===== config.mk =====
export PLATFORM = sky130hd
export DESIGN_NAME = rx_response_collector
export DESIGN_NICKNAME = d
export VERILOG_FILES = /design/src/rtl/rx_response_collector.sv
export SDC_FILE = /design/constraint.sdc
export NUM_CORES = 1
export LEC_CHECK = 0
export CORE_MARGIN = 5
export CORE_UTILIZATION = 57
export CTS_CLUSTER_DIAMETER = 120
export CTS_CLUSTER_SIZE = 12
export DETAILED_ROUTE_END_ITERATION = 10
export PLACE_DENSITY_LB_ADDON = 0.15
export SLEW_MARGIN = 40
export SYNTH_ARGS = -nofsm -noshare
export SYNTH_HDL_FRONTEND = slang
export SYNTH_SLANG_ARGS = --single-unit

===== constraint.sdc =====
create_clock -name clk -period 15.4 [get_ports clk]
set_input_delay 3.08 -clock clk [delete_from_list [all_inputs] [get_ports clk]]
set_output_delay 3.08 -clock clk [all_outputs]
set_load 0.01 [all_outputs]

===== src/rtl/rx_response_collector.sv =====
// Collects switch read responses: one tracking slot per switch, round-robin
// arbitration of completed slots into a show-ahead response FIFO.
module rx_response_collector #(
  parameter int NUM_SW_INST = 5,
  parameter int W_WIDTH     = 8,
  parameter int FIFO_DEPTH  = 4,
  parameter int TIMEOUT     = 255
) (
  input  logic                           clk,
  input  logic                           rst,
  input  logic [NUM_SW_INST-1:0]         sel_en,
  input  logic                           wr_rd_s,
  input  logic [7:0]                     op_id,
  input  logic [NUM_SW_INST-1:0]         rd_valid,
  input  logic [NUM_SW_INST*W_WIDTH-1:0] rd_data,
  output logic                           rsp_valid,
  input  logic                           rsp_ready,
  output logic [16+W_WIDTH:0]            rsp_frame,
  output logic [NUM_SW_INST-1:0]         pending,
  output logic                           proto_err
);

  localparam int TW    = $clog2(TIMEOUT + 1);
  localparam int PW    = (NUM_SW_INST > 1) ? $clog2(NUM_SW_INST) : 1;
  localparam int AW    = $clog2(FIFO_DEPTH);
  localparam int CW    = AW + 1;
  localparam int FW    = 17 + W_WIDTH;
  localparam logic [TW-1:0] TIMER_LAST = TW'(TIMEOUT - 1);

  typedef enum logic [1:0] {S_IDLE, S_WAIT, S_READY} slot_state_t;

  logic                            w_multi_sel;
  logic [NUM_SW_INST-1:0]          w_issue;
  logic [NUM_SW_INST-1:0]          w_ready;
  logic [NUM_SW_INST-1:0]          w_viol;
  logic [NUM_SW_INST-1:0][FW-1:0]  w_slot_frame;
  logic                            w_grant_valid;
  logic [PW-1:0]                   w_grant_idx;
  logic [FW-1:0]                   w_push_frame;
  logic                            w_push;
  logic                            w_pop;

  logic [PW-1:0]                   r_rr_ptr;
  logic [AW-1:0]                   r_wr_ptr;
  logic [AW-1:0]                   r_rd_ptr;
  logic [CW-1:0]                   r_count;
  logic                            r_proto_err;
  logic [FW-1:0]                   r_mem [FIFO_DEPTH];

  // A multi-hot strobe is dropped entirely; writes never allocate a slot.
  assign w_multi_sel = |(sel_en & (sel_en - 1'b1));
  assign w_issue     = sel_en & {NUM_SW_INST{~wr_rd_s & ~w_multi_sel}};

  for (genvar gi = 0; gi < NUM_SW_INST; gi++) begin : g_slot
    slot_state_t         r_state;
    logic [TW-1:0]       r_timer;
    logic [7:0]          r_op_id;
    logic [W_WIDTH-1:0]  r_data;
    logic                r_err;

    always_ff @(posedge clk or posedge rst) begin
      if (rst) begin
        r_state <= S_IDLE;
        r_timer <= '0;
        r_op_id <= '0;
        r_data  <= '0;
        r_err   <= 1'b0;
      end else begin
        case (r_state)
          S_IDLE: begin
            if (w_issue[gi]) begin
              r_state <= S_WAIT;
              r_op_id <= op_id;
              r_timer <= '0;
            end
          end
          S_WAIT: begin
            r_timer <= r_timer + 1'b1;
            // A return on the timeout cycle still counts as a good response.
            if (rd_valid[gi]) begin
              r_state <= S_READY;
              r_data  <= rd_data[gi*W_WIDTH +: W_WIDTH];
              r_err   <= 1'b0;
            end else if (r_timer == TIMER_LAST) begin
              r_state <= S_READY;
              r_data  <= '0;
              r_err   <= 1'b1;
            end
          end
          S_READY: begin
            if (w_push && (w_grant_idx == PW'(gi))) begin
              r_state <= S_IDLE;
            end
          end
          default: r_state <= S_IDLE;
        endcase
      end
    end

    assign w_ready[gi]      = (r_state == S_READY);
    assign pending[gi]      = (r_state != S_IDLE);
    assign w_slot_frame[gi] = {r_err, r_op_id, 8'(gi), r_data};
    assign w_viol[gi]       = (w_issue[gi] && (r_state != S_IDLE)) ||
                              (rd_valid[gi] && (r_state != S_WAIT));
  end

  // Scan from the highest offset down so the slot nearest rr_ptr wins.
  always_comb begin
    logic [PW:0]   v_sum;
    logic [PW-1:0] v_pick;
    w_grant_valid = 1'b0;
    w_grant_idx   = '0;
    w_push_frame  = '0;
    v_sum         = '0;
    v_pick        = '0;
    for (int k = NUM_SW_INST - 1; k >= 0; k--) begin
      v_sum = {1'b0, r_rr_ptr} + (PW + 1)'(k);
      if (v_sum >= (PW + 1)'(NUM_SW_INST)) begin
        v_sum = v_sum - (PW + 1)'(NUM_SW_INST);
      end
      v_pick = v_sum[PW-1:0];
      if (w_ready[v_pick]) begin
        w_grant_valid = 1'b1;
        w_grant_idx   = v_pick;
        w_push_frame  = w_slot_frame[v_pick];
      end
    end
  end

  // A full FIFO blocks the push even when the head pops in the same cycle.
  assign w_push = w_grant_valid && (r_count < CW'(FIFO_DEPTH));
  assign w_pop  = rsp_valid && rsp_ready;

  always_ff @(posedge clk or posedge rst) begin
    if (rst) begin
      r_rr_ptr    <= '0;
      r_wr_ptr    <= '0;
      r_rd_ptr    <= '0;
      r_count     <= '0;
      r_proto_err <= 1'b0;
    end else begin
      if (w_push) begin
        r_wr_ptr <= r_wr_ptr + 1'b1;
        r_rr_ptr <= (w_grant_idx == PW'(NUM_SW_INST - 1)) ? '0 : w_grant_idx + 1'b1;
      end
      if (w_pop) begin
        r_rd_ptr <= r_rd_ptr + 1'b1;
      end
      case ({w_push, w_pop})
        2'b10:   r_count <= r_count + 1'b1;
        2'b01:   r_count <= r_count - 1'b1;
        default: r_count <= r_count;
      endcase
      if (w_multi_sel || (|w_viol)) begin
        r_proto_err <= 1'b1;
      end
    end
  end

  always_ff @(posedge clk) begin
    if (w_push) begin
      r_mem[r_wr_ptr] <= w_push_frame;
    end
  end

  assign rsp_valid = (r_count != '0);
  assign rsp_frame = rsp_valid ? r_mem[r_rd_ptr] : '0;
  assign proto_err = r_proto_err;

endmodule


# Yosys cells after proc, flatten, opt, wreduce, memory -nomap -nowiden
# Memory sizes are Yosys's and may differ from the RTL's.
# Index checks and enable logic that the tools add are counted.
# classes
n_addsub	20
n_mux	100
eq_ne	41
n_shift	0
reduce_logical	68
n_lt_le_gt_ge	11
div_mod_pow	0
n_bitwise	5
n_mul	0
# op_table
operator	n
$bmux 25 s3	5
$mux 25	11
$mux 8	15
$pmux 8 s2	5
$add 8x1->8 const B	5
$eq 8x8->1 const B	5
$mux 2	20
$mux 3	11
$reduce_bool 2->1	16
$pmux 2 s3	5
$reduce_and 2->1	15
$mux 1	22
$lt 3x4->1 const B	5
$ne 2x1->1 const B	10
$logic_and 1x1->1	17
$ge 4x3->1 const B	4
$bmux 1 s3	5
$ne 3x3->1 const B	5
$reduce_and 3->1	5
$sub 3x3->3 const B	5
$eq 2x1->1 const B	6
$eq 2x2->1 const B	6
$and 5x5->5	2
$logic_not 2->1	5
other kinds (20)	35
# totals
reg_bits	146
memories	1
input_bits	62
word_cells	276
latchBits	0
out_inout_bits	32
rom_bits	0
mem_bits_rw	100
# memory_table
name	words	width	rd	rd_ports_with_merged_regs	wr	line	text
r_mem	4	25	1	0	1	48	logic [FW-1:0] r_mem [FIFO_DEPTH];

# Logic depth before layout (Yosys ltp)
# Gate-level depths: netlist of the first run.
# logic_depth
word_depth	14
depth_mapped	20
mapped_depth_nobuf	16

# Worst setup path after synthesis of the first run
# No wires, ideal clock.
# synth_timing
path_type	input to register
startpoint	in sel_en[3]
endpoint	reg g_slot[1].r_op_id[0]
arrival_time_ps	5035
required_ps	15275
path_slack_ps	10240
setup_ps	125
cell_stages	7
path_buffers	2
cell_sequence	clkbuf_1 > maj3_1 > o21a_1 > o22a_1 > nor4b_2 > clkbuf_1 > mux2_2
# synth_via
elab_chain_len	7
# synth_rtl
element	line	text
start, declared	11	input logic [NUM_SW_INST-1:0] sel_en,
$sub 5x1->5	51	assign w_multi_sel = |(sel_en & (sel_en - 1'b1));
$and 5x5->5 (*)	51	
$reduce_or 5->1 (*)	51	
$not 1->1 (*)	52	assign w_issue = sel_en & {NUM_SW_INST{~wr_rd_s & ~w_multi_sel}};
$and 1x1->1 (*)	52	
$and 5x5->5 (*)	52	
$reduce_and 2->1 (no line) (*)	n/a	
end signal, assigned	73	r_op_id <= op_id;
end, declared	57	logic [7:0] r_op_id;
# Every way passes the cells marked *; elsewhere a longest branch is shown, timed or not.
# A chain may end at the register's enable or synchronous reset.

# Worst setup path after layout of the first run
# layout_timing
startpoint	in sel_en[4]
endpoint	reg g_slot[2].r_timer[7]
# layout_via
elab_chain_len	8
# layout_rtl
element	line	text
$sub 5x1->5	51	
$and 5x5->5 (*)	51	
$reduce_or 5->1 (*)	51	
$not 1->1 (*)	52	
$and 1x1->1 (*)	52	
$and 5x5->5 (*)	52	
$ne 2x2->1 (no line) (*)	n/a	
$reduce_and 2->1 (no line) (*)	n/a	
end signal, assigned	78	r_timer <= r_timer + 1'b1;
end, declared	56	logic [TW-1:0] r_timer;
# Marks and branches as above.

==> results of run 1 <==
==> registers in the layout, indices dropped and copies added, names as in the netlist <==
register        count
proto_err           1
r_rd_ptr            2
r_count             3
r_mem              80
g_slot.r_data      40
g_slot.r_err        5
g_slot.r_timer     40
r_rr_ptr            3
r_wr_ptr            2
g_slot.r_state     10
g_slot.r_op_id     40
==> layout make-up <==
cell class / count / area share
clock buffers: 32 / 0.0395
inverters: 30 / 0.00751
multi-input cells: 816 / 0.471
flip-flops and latches: 226 / 0.387
well taps: 324 / 0.0259
repair buffers: 114 / 0.0699
==> worst reg2reg max path: stages (launching register included) <==
cell and delay (ns):
dfrtp_1 0.73, inv_1 0.31, ha_1 0.92, or4b_2 0.64, o21ai_1 0.10, buf_4 0.26
and2_1 0.58, nor2_4 0.23, o31ai_2 0.13, buf_4 0.31, o22ai_1 0.14, a21oi_1 0.17
a21oi_1 0.08, a221o_1 0.42
==> kinds of logic (layout without fill, tap and decap cells) <==
| kind of cell | after synthesis | in the layout | synth area share |
|---|---|---|---|
| compound gates | 348 | 348 | 0.180 |
| simple gates | 266 | 266 | 0.104 |
| flops | 226 | 226 | 0.439 |
| mux | 151 | 151 | 0.203 |
| buf+inv | 110 | 176 | 0.0344 |
| fa+ha+maj | 26 | 26 | 0.0245 |
| xor+xnor | 20 | 20 | 0.0146 |
| other cells | 1 | 5 | 0.000272 |
==> metal layers <==
layer	global-route usage	share of wire	vias to the layer above
met5	0	0	-
met3	0.0707	0.10	145
met4	0.0956	0.041	0
li1	-	-	4650
met1	0.407	0.41	5346
met2	0.432	0.44	611
==> cells in the final DEF, fill, tap and decap left out, types with 5 or more instances in the layout <==
cell type        Yosys  layout
a31oi_1             17      17
xor2_1               9       8
o22ai_1             23      23
a22oi_1             41      41
nor2b_1             12      12
mux2i_1              9       9
ha_1                23      23
dfrtp_1            146     145
a311oi_1             6       6
a221o_1              6       6
o21ai_0             70      69
a221oi_1            26      26
nand2_1             60      60
a22o_1              54      54
buf_4                8      22
xnor2_1              9       6
nor3_1               7       6
nand4_1             10      10
conb_1               1       5
or3_1                7       7
and2_1              43      43
mux2_2              44      44
nand2b_1            15      15
a21oi_1             45      44
a211oi_1            10       9
and3_1               8       8
edfxtp_1            80      80
mux4_2              97      97
o31ai_1              9       8
nor2_1              48      47
clkdlybuf4s50_1      0      88
clkbuf_1            38       8
clkbuf_16            0      23
nand3b_1            10      10
inv_1               29      28
nand3_1             24      24
==> where the power goes <==
| group | switching [mW] | internal [mW] |
|---|---|---|
| sequential | 0.309 | 1.01 |
| combinational | 1.38 | 1.26 |
| clock | 0.212 | 0.275 |
==> path summary, 6_finish.rpt <==
check,from,endpoint,cells after the start
setup / recovery,sel_en[4],g_slot[2].r_timer[7]$_DFFE_PP0P_,9
hold / removal,g_slot[3].r_timer[5]$_DFFE_PP0P_,g_slot[3].r_timer[5]$_DFFE_PP0P_,1
setup reg to reg,r_rr_ptr[1]$_DFFE_PP0P_,r_mem[0][21]$_DFFE_PP_,13
hold reg to reg,g_slot[3].r_timer[5]$_DFFE_PP0P_,g_slot[3].r_timer[5]$_DFFE_PP0P_,1
max in group asynchronous,rst,r_rd_ptr[1]$_DFFE_PP0P_,3
min in group asynchronous,rst,g_slot[1].r_timer[5]$_DFFE_PP0P_,2
==> results.toml, run 1 <==
[run_status]
status = "completed"

[die]
fp-row-count = 57
ios = 94
core_um2 = 24100
die-height_um = 166
start_util = 0.572
dieWidth_um = 166
die_area_um2 = 27400

[final_layout]
antenna_cells = 0
fin_area_um2 = 15700
multi_input_area_um2 = 7370
register_area_um2 = 6060
syn_to_final_growth_pct = 13.5
final_util = 0.650
nets = 1297
fillers = 1875
drive_gt1_frac = 0.190
final_cells = 1542

[cts]
clkLatencyLatePin_ns = 0.51
clk_pin_slew_ns = 0.06
ctsRootBufferMaster = "clkbuf_16"
cts_buffers = 22
max-clock-path-buffers = 3
cts_hold_buf = 0
cts_tree = "done"
cts.repair.resized = 0
cts_setup_buffers = 0
htree_levels = 1
clkSinkCount = 226

[detailed_routing]
dr.first_iter.drc_count = 1405
wl_per_cell_um = 25.0
drtAntennaViolNets = 0
drcViolationCount = 0
vias = 10800
viasPerCell = 6.97
routed_wl_mm = 38.6
drt_first_pass_iters = 6

[logic_synthesis]
synth-async-reset-ratio = 0.646
synth_flop_cell = "dfrtp_1"
synth_most_common_cell = "dfrtp_1"
yosysSeqAreaShare = 0.439
synth_top_area_cell = "dfrtp_1"
avgSynthCellArea_um2 = 12.0
syn-instance-count = 1148
yosysTopAreaCellShare = 0.265
ys_ff_latch = 226
synth-edff-count = 80
yosysUniqueCellTypes = 83
yosys_warnings = 0
synthTopCellsByArea = "dfrtp_1, edfxtp_1, mux4_2"
synth_commonest_cells = "dfrtp_1, mux4_2, edfxtp_1, o21ai_0, nand2_1"
syn_area_um2 = 13800

[critical_path]
required_ns = 15.78
path_buf_inv = 1
crit_slowest_cell = "and3_1"
cp_cell_sequence = "clkdlybuf4s50_1 > maj3_1 > o21a_1 > o22a_1 > nor2_1 > and3_1 > nor2_1 > o21ai_0 > o21ai_0"
start_kind = "input port"
critPathMaxFanout = 12
worstSetupEndpointType = "flip-flop"
path_class = "in2reg"
slowest_delay_ns = 0.69
rrSetupSlack_ns = 10.08
arrival_ns = 6.17
critical-path-top-delay-family = "simple AND/OR/NAND/NOR gates"

[grt]
grtUsageTotal = 0.285
grt_pass1_wl_mm = 60.0
grt_overflow = 0
grt_pass1_vias = 10400
antenna_found_initial = 0
grt_max_degree = 75

[sta]
worst_slew_pin_slew_ns = 0.887
hold_viol_final = 0
whs_ns = 0.478
finalSetupViolations = 0
finalCriticalPeriod_ns = 5.79
rsz0062_at_grt = "false"
relSlewSlack = 0.407
finClkSkew_ns = 0.0135
fin_crit_sh = 0.376
fin_ws_ns = 9.61
timing.final.max_slew_violations = 0
fmax_mhz = 173
tns_ns = 0

[power_and_ir_drop]
ir_worst_vdd_mv = 0.136
leakagePower_nw = 5.98
p_total_mw = 4.45
power_density_nw_per_um2 = 284

[placement]
pre_cts_slack_ns = 9.14
place_area_um2 = 15000
dp.cells = 1509
dpl.hpwl_mm = 26.9
io_buffers = 88
place_congestion = 0.910

[worst_hold_path]
hp-class = "reg2reg"

[job]
maxCapViolations = 0
No activity file was read; power rests on OpenSTA's default activity.
==> run 2: changes to the inputs <==
clock period = 6 ns   (was 15.4 ns; I/O delays follow)
==> run 2 against run 1 <==
Critical path depth rose by 7. Clock skew about the same. Global-route usage up 0.64 points. Core utilization hardly changed. Worst setup slack got worse by 8.6 ns. Clock-buffer cell count increased by 1. Via count down 0.14%. Final cell count increased by 0.45%. First-iteration DRC count up 7.4%.
==> results.toml, run 2 (synthesis results as in run 1) <==
[run_status]
status = "completed"

[final_layout]
fin_area_um2 = 15700
drive_gt1_frac = 0.193
antenna_cells = 0
fillers = 1877
largest_register_ffs = 80
layout_common_cells = "dfrtp_1, mux4_2, clkdlybuf4s50_1"
top_register = "r_mem"
final_common_cell = "dfrtp_1"
nets = 1303
syn_to_final_growth_pct = 13.6
multi_input_area_um2 = 7340
register_area_um2 = 6060

[cts]
ctsRootBufferMaster = "clkbuf_16"
cts_buffers = 22
clkSinkCount = 226
cts_tree = "done"
clkLatencyLatePin_ns = 0.52
cts_setup_buffers = 0
cts.repair.resized = 0
htree_levels = 1
cts_hold_buf = 0
max-clock-path-buffers = 3
clk_pin_slew_ns = 0.06

[die]
fp-row-count = 57
core_um2 = 24100
ios = 94
dieWidth_um = 166
start_util = 0.572
die_area_um2 = 27400
die-height_um = 166

[detailed_routing]
vias = 10700
wl_per_cell_um = 25.3
drcViolationCount = 0
routed_wl_mm = 39.2
drt_first_pass_iters = 8
viasPerCell = 6.93
dr.first_iter.drc_count = 1509
drtAntennaViolNets = 0

[job]
maxCapViolations = 0

[critical_path]
worstReg2RegStart = "r_rr_ptr[1]$_DFFE_PP0P_"
start_kind = "flip-flop"
path_class = "reg2reg"
r2r_cells = 16
required_ns = 6.43
rrSetupSlack_ns = 0.98
path_buf_inv = 4
critical-path-top-delay-family = "compound AO/OA/AOI/OAI gates"
critPathMaxFanout = 21
arrival_ns = 5.45
crit_slowest_cell = "dfrtp_1"
worstSetupEndpointType = "flip-flop"
cp_cell_sequence = "inv_1 > ha_1 > and3b_1 > o31ai_1 > xor2_2 > buf_4 > a211oi_1 > a311o_2 > o41ai_4 > buf_4 > ha_1 > inv_1 > fa_1 > xor2_1 > nor2_1 > xnor2_1"
slowest_delay_ns = 0.70
rr_endpoint = "r_count[2]$_DFFE_PP0P_"

[sta]
fmax_mhz = 199
finClkSkew_ns = 0.0138
rsz0062_at_grt = "false"
worst_slew_pin_slew_ns = 0.828
timing.final.max_slew_violations = 0
relSlewSlack = 0.448
finalCriticalPeriod_ns = 5.02
hold_viol_final = 0
tns_ns = 0
finalSetupViolations = 0
fin_crit_sh = 0.836

[worst_hold_path]
hold_end = "g_slot[4].r_timer[6]$_DFFE_PP0P_"
hp-class = "reg2reg"
min_path_cells = 1
hold_start = "g_slot[4].r_timer[6]$_DFFE_PP0P_"

[grt]
grt_max_degree = 108
grt_overflow = 0
antenna_found_initial = 0
grt_pass1_wl_mm = 61.6
grt_pass1_vias = 10400
grtUsageTotal = 0.291

[placement]
io_buffers = 88
place_congestion = 0.962
place_area_um2 = 15000
dpl.hpwl_mm = 28.3
run 2: area by class of cell:
class,count,area share
Clock buffer,33,0.0398
Multi-Input combinational cell,816,0.468
Tap cell,324,0.0259
Inverter,30,0.00798
Timing Repair Buffer,120,0.0715
Sequential cell,226,0.387
run 2: through the flow:
step / instances / setup slack, ns / util / hold WS (ns)
2_1_floorplan: 1152 / 0.877 / - / 0.438
3_3_place_gp: 1515 / 1.12 / 0.623 / 0.461
3_5_place_dp: 1516 / 1.11 / 0.624 / 0.470
4_1_cts: 1549 / 1.04 / 0.650 / 0.476
5_1_grt: 1549 / 0.770 / 0.650 / 0.491
6_report: 1549 / 0.983 / 0.650 / 0.474
run 2: metal layers:
| metal | vias to the layer above | share of wire | GRT usage |
|---|---|---|---|
| met5 | - | 0 | 0 |
| met4 | 0 | 0.021 | 0.0630 |
| met3 | 85 | 0.11 | 0.0690 |
| met2 | 672 | 0.44 | 0.432 |
| met1 | 5309 | 0.43 | 0.443 |
| li1 | 4671 | - | - |
run 2: how the worst max path moves through the flow:
| stage | cells after the start | slack [ns] | endpoint | from |
|---|---|---|---|---|
| detailed placement | 16 | 1.11 | r_count[2]$_DFFE_PP0P_ | r_rr_ptr[1]$_DFFE_PP0P_ |
| floorplan | 1 | 0.88 | g_slot[0].r_data[0]$_DFFE_PP0P_ | rst |
| CTS | 16 | 1.04 | r_count[2]$_DFFE_PP0P_ | r_rr_ptr[1]$_DFFE_PP0P_ |
| global route | 16 | 0.77 | r_count[2]$_DFFE_PP0P_ | r_rr_ptr[1]$_DFFE_PP0P_ |
| finish | 16 | 0.98 | r_count[2]$_DFFE_PP0P_ | r_rr_ptr[1]$_DFFE_PP0P_ |
| global placement | 15 | 1.12 | r_count[2]$_DFFE_PP0P_ | r_rr_ptr[1]$_DFFE_PP0P_ |
Power of run 2 is left out: the tool's default activity adds up to more than one toggle a clock period on the data nets, which glitch-free logic cannot reach.
==> run 3: changes to the inputs <==
CORE_UTILIZATION = 54   (was 57)
clock period = 4.6 ns   (was 6 ns; I/O delays follow)
==> run 3 against run 2 <==
Sequential share of layout area is 0.40 points lower. Worst setup slack worse by 0.35 ns. Register-to-register slack worse by 0.35 ns. Core utilization is 2.1 points lower. Hold slack better by 0.0087 ns. Global-route usage is 3.2 points lower.
==> results.toml, run 3 (synthesis results as in run 1) <==
[grt]
grt_max_degree = 81
antenna_found_initial = 0
grt_pass1_vias = 10300
grt_pass1_wl_mm = 59.0
grt_overflow = 0
grtUsageTotal = 0.259

[cts]
cts_hold_buf = 0
clk_pin_slew_ns = 0.06
clkSinkCount = 226
clkLatencyLatePin_ns = 0.53
max-clock-path-buffers = 3
htree_levels = 1
cts_setup_buffers = 0
cts_buffers = 22
cts.repair.resized = 0
cts_tree = "done"
ctsRootBufferMaster = "clkbuf_16"

[detailed_routing]
drcViolationCount = 0
met2WireLength_mm = 17.5
dr.first_iter.drc_count = 1404
drt_first_pass_iters = 6
routed_wl_mm = 37.8
wl_per_cell_um = 24.0
wl_met1_mm = 16.0
viasPerCell = 6.81
vias = 10700
wl_met3_mm = 3.43
drtAntennaViolNets = 0
routed.top_layer = "met4"

[power_and_ir_drop]
p_sw_mw = 6.34
p_int_mw = 8.67
swShare = 0.422
leakagePower_nw = 6.09
seq_power_share = 0.293
power_frac_comb = 0.599
power_density_nw_per_um2 = 948
ir_worst_vdd_mv = 0.524
pwr-share-clk = 0.108

[sta]
rsz0062_at_grt = "false"
fin_crit_sh = 0.861
fmax_mhz = 252
hold_viol_final = 0
finalCriticalPeriod_ns = 3.96
tns_ns = 0
finalSetupViolations = 0
finClkSkew_ns = 0.0360
relSlewSlack = 0.502
worst_slew_pin_slew_ns = 0.741
timing.final.max_slew_violations = 0

[placement]
io_buffers = 88
place_congestion = 0.901
dpl.hpwl_mm = 27.8
place_area_um2 = 15200

[die]
core_um2 = 25200
ios = 94
dieWidth_um = 170
die_area_um2 = 28800
die-height_um = 170
fp-row-count = 58
start_util = 0.548

[final_layout]
drive_gt1_frac = 0.204
syn_to_final_growth_pct = 14.7
final_common_cell = "dfrtp_1"
largest_register_ffs = 80
final_util = 0.629
nets = 1320
antenna_cells = 0
top_register = "r_mem"
layout_common_cells = "dfrtp_1, mux4_2, clkdlybuf4s50_1"
fillers = 1976
fin_area_um2 = 15800

[critical_path]
critPathMaxFanout = 15
start_kind = "flip-flop"
worstReg2RegStart = "r_rr_ptr[1]$_DFFE_PP0P_"
r2r_cells = 14
path_class = "reg2reg"
rr_endpoint = "r_count[2]$_DFFE_PP0P_"
rrSetupSlack_ns = 0.64
required_ns = 5.02
worstSetupEndpointType = "flip-flop"
arrival_ns = 4.39

[job]
maxCapViolations = 0

[worst_hold_path]
hp-class = "reg2reg"
hold_start = "g_slot[3].r_timer[5]$_DFFE_PP0P_"
hold_end = "g_slot[3].r_timer[5]$_DFFE_PP0P_"
min_path_cells = 1

[run_status]
status = "completed"
## run 3: changes by cell type in the layout (fill, tap and decap cells not counted), sizes merged
cell / previous run / this run
buf: 32 / 49
clkbuf: 33 / 32
clkinvlp: 0 / 1
## run 3: per-stage QoR
step | setup slack, ns | cells | hold slack, ns | power, mW
finish | 0.637 | 1572 | 0.483 | 15.0
global route | 0.371 | 1572 | 0.502 | 15.8
CTS | 0.643 | 1572 | 0.481 | 14.9
detailed placement | 0.520 | 1539 | 0.467 | 13.2
global placement | 0.637 | 1538 | 0.462 | 13.0
floorplan | 0.475 | 1152 | 0.438 | 10.4
## run 3: cell type report
class / count / area (um2) / share of cell area
Timing Repair Buffer: 137 / 1270 / 0.0805
Inverter: 30 / 116 / 0.00735
Tap cell: 330 / 413 / 0.0261
Sequential cell: 226 / 6060 / 0.383
Multi-Input combinational cell: 816 / 7360 / 0.465
Clock buffer: 32 / 598 / 0.0378
Clock inverter: 1 / 16.3 / 0.00103
## run 3: power groups by stage
stage,sequential [mW],clock (mW),combinational (mW)
finish,4.39,1.62,8.99
global route,4.50,1.73,9.60
CTS,4.34,1.65,8.87
detailed placement,4.36,0,8.84
global placement,4.29,0,8.71
floorplan,3.97,0,6.41
## run 3: layer usage
metal  track usage  vias up
met1         0.378     5299
met2         0.409      613
met5             0        -
li1              -     4712
met4        0.0655        0
met3        0.0467       75
## run 3: how the worst max path moves through the flow
stage | startpoint | end | slack (ns) | cells past startpoint
floorplan | r_rr_ptr[0]$_DFFE_PP0P_ | r_count[2]$_DFFE_PP0P_ | 0.47 | 20
global placement | sel_en[4] | g_slot[2].r_timer[6]$_DFFE_PP0P_ | 0.64 | 9
detailed placement | sel_en[4] | g_slot[2].r_timer[7]$_DFFE_PP0P_ | 0.52 | 9
CTS | r_rr_ptr[1]$_DFFE_PP0P_ | r_count[2]$_DFFE_PP0P_ | 0.64 | 14
global route | r_rr_ptr[0]$_DFFE_PP0P_ | r_count[2]$_DFFE_PP0P_ | 0.37 | 14
finish | r_rr_ptr[1]$_DFFE_PP0P_ | r_count[2]$_DFFE_PP0P_ | 0.64 | 14
## run 3: critical path, stage by stage (launching register included)
cell,delay [ns]
dfrtp_1,0.34
inv_1,0.12
ha_1,0.76
buf_4,0.29
o21ai_0,0.12
nand2_1,0.29
a211oi_1,0.16
or3_1,0.42
o41ai_4,0.32
ha_1,0.23
inv_1,0.06
fa_1,0.37
xor2_1,0.15
nor2_1,0.12
xnor2_1,0.13
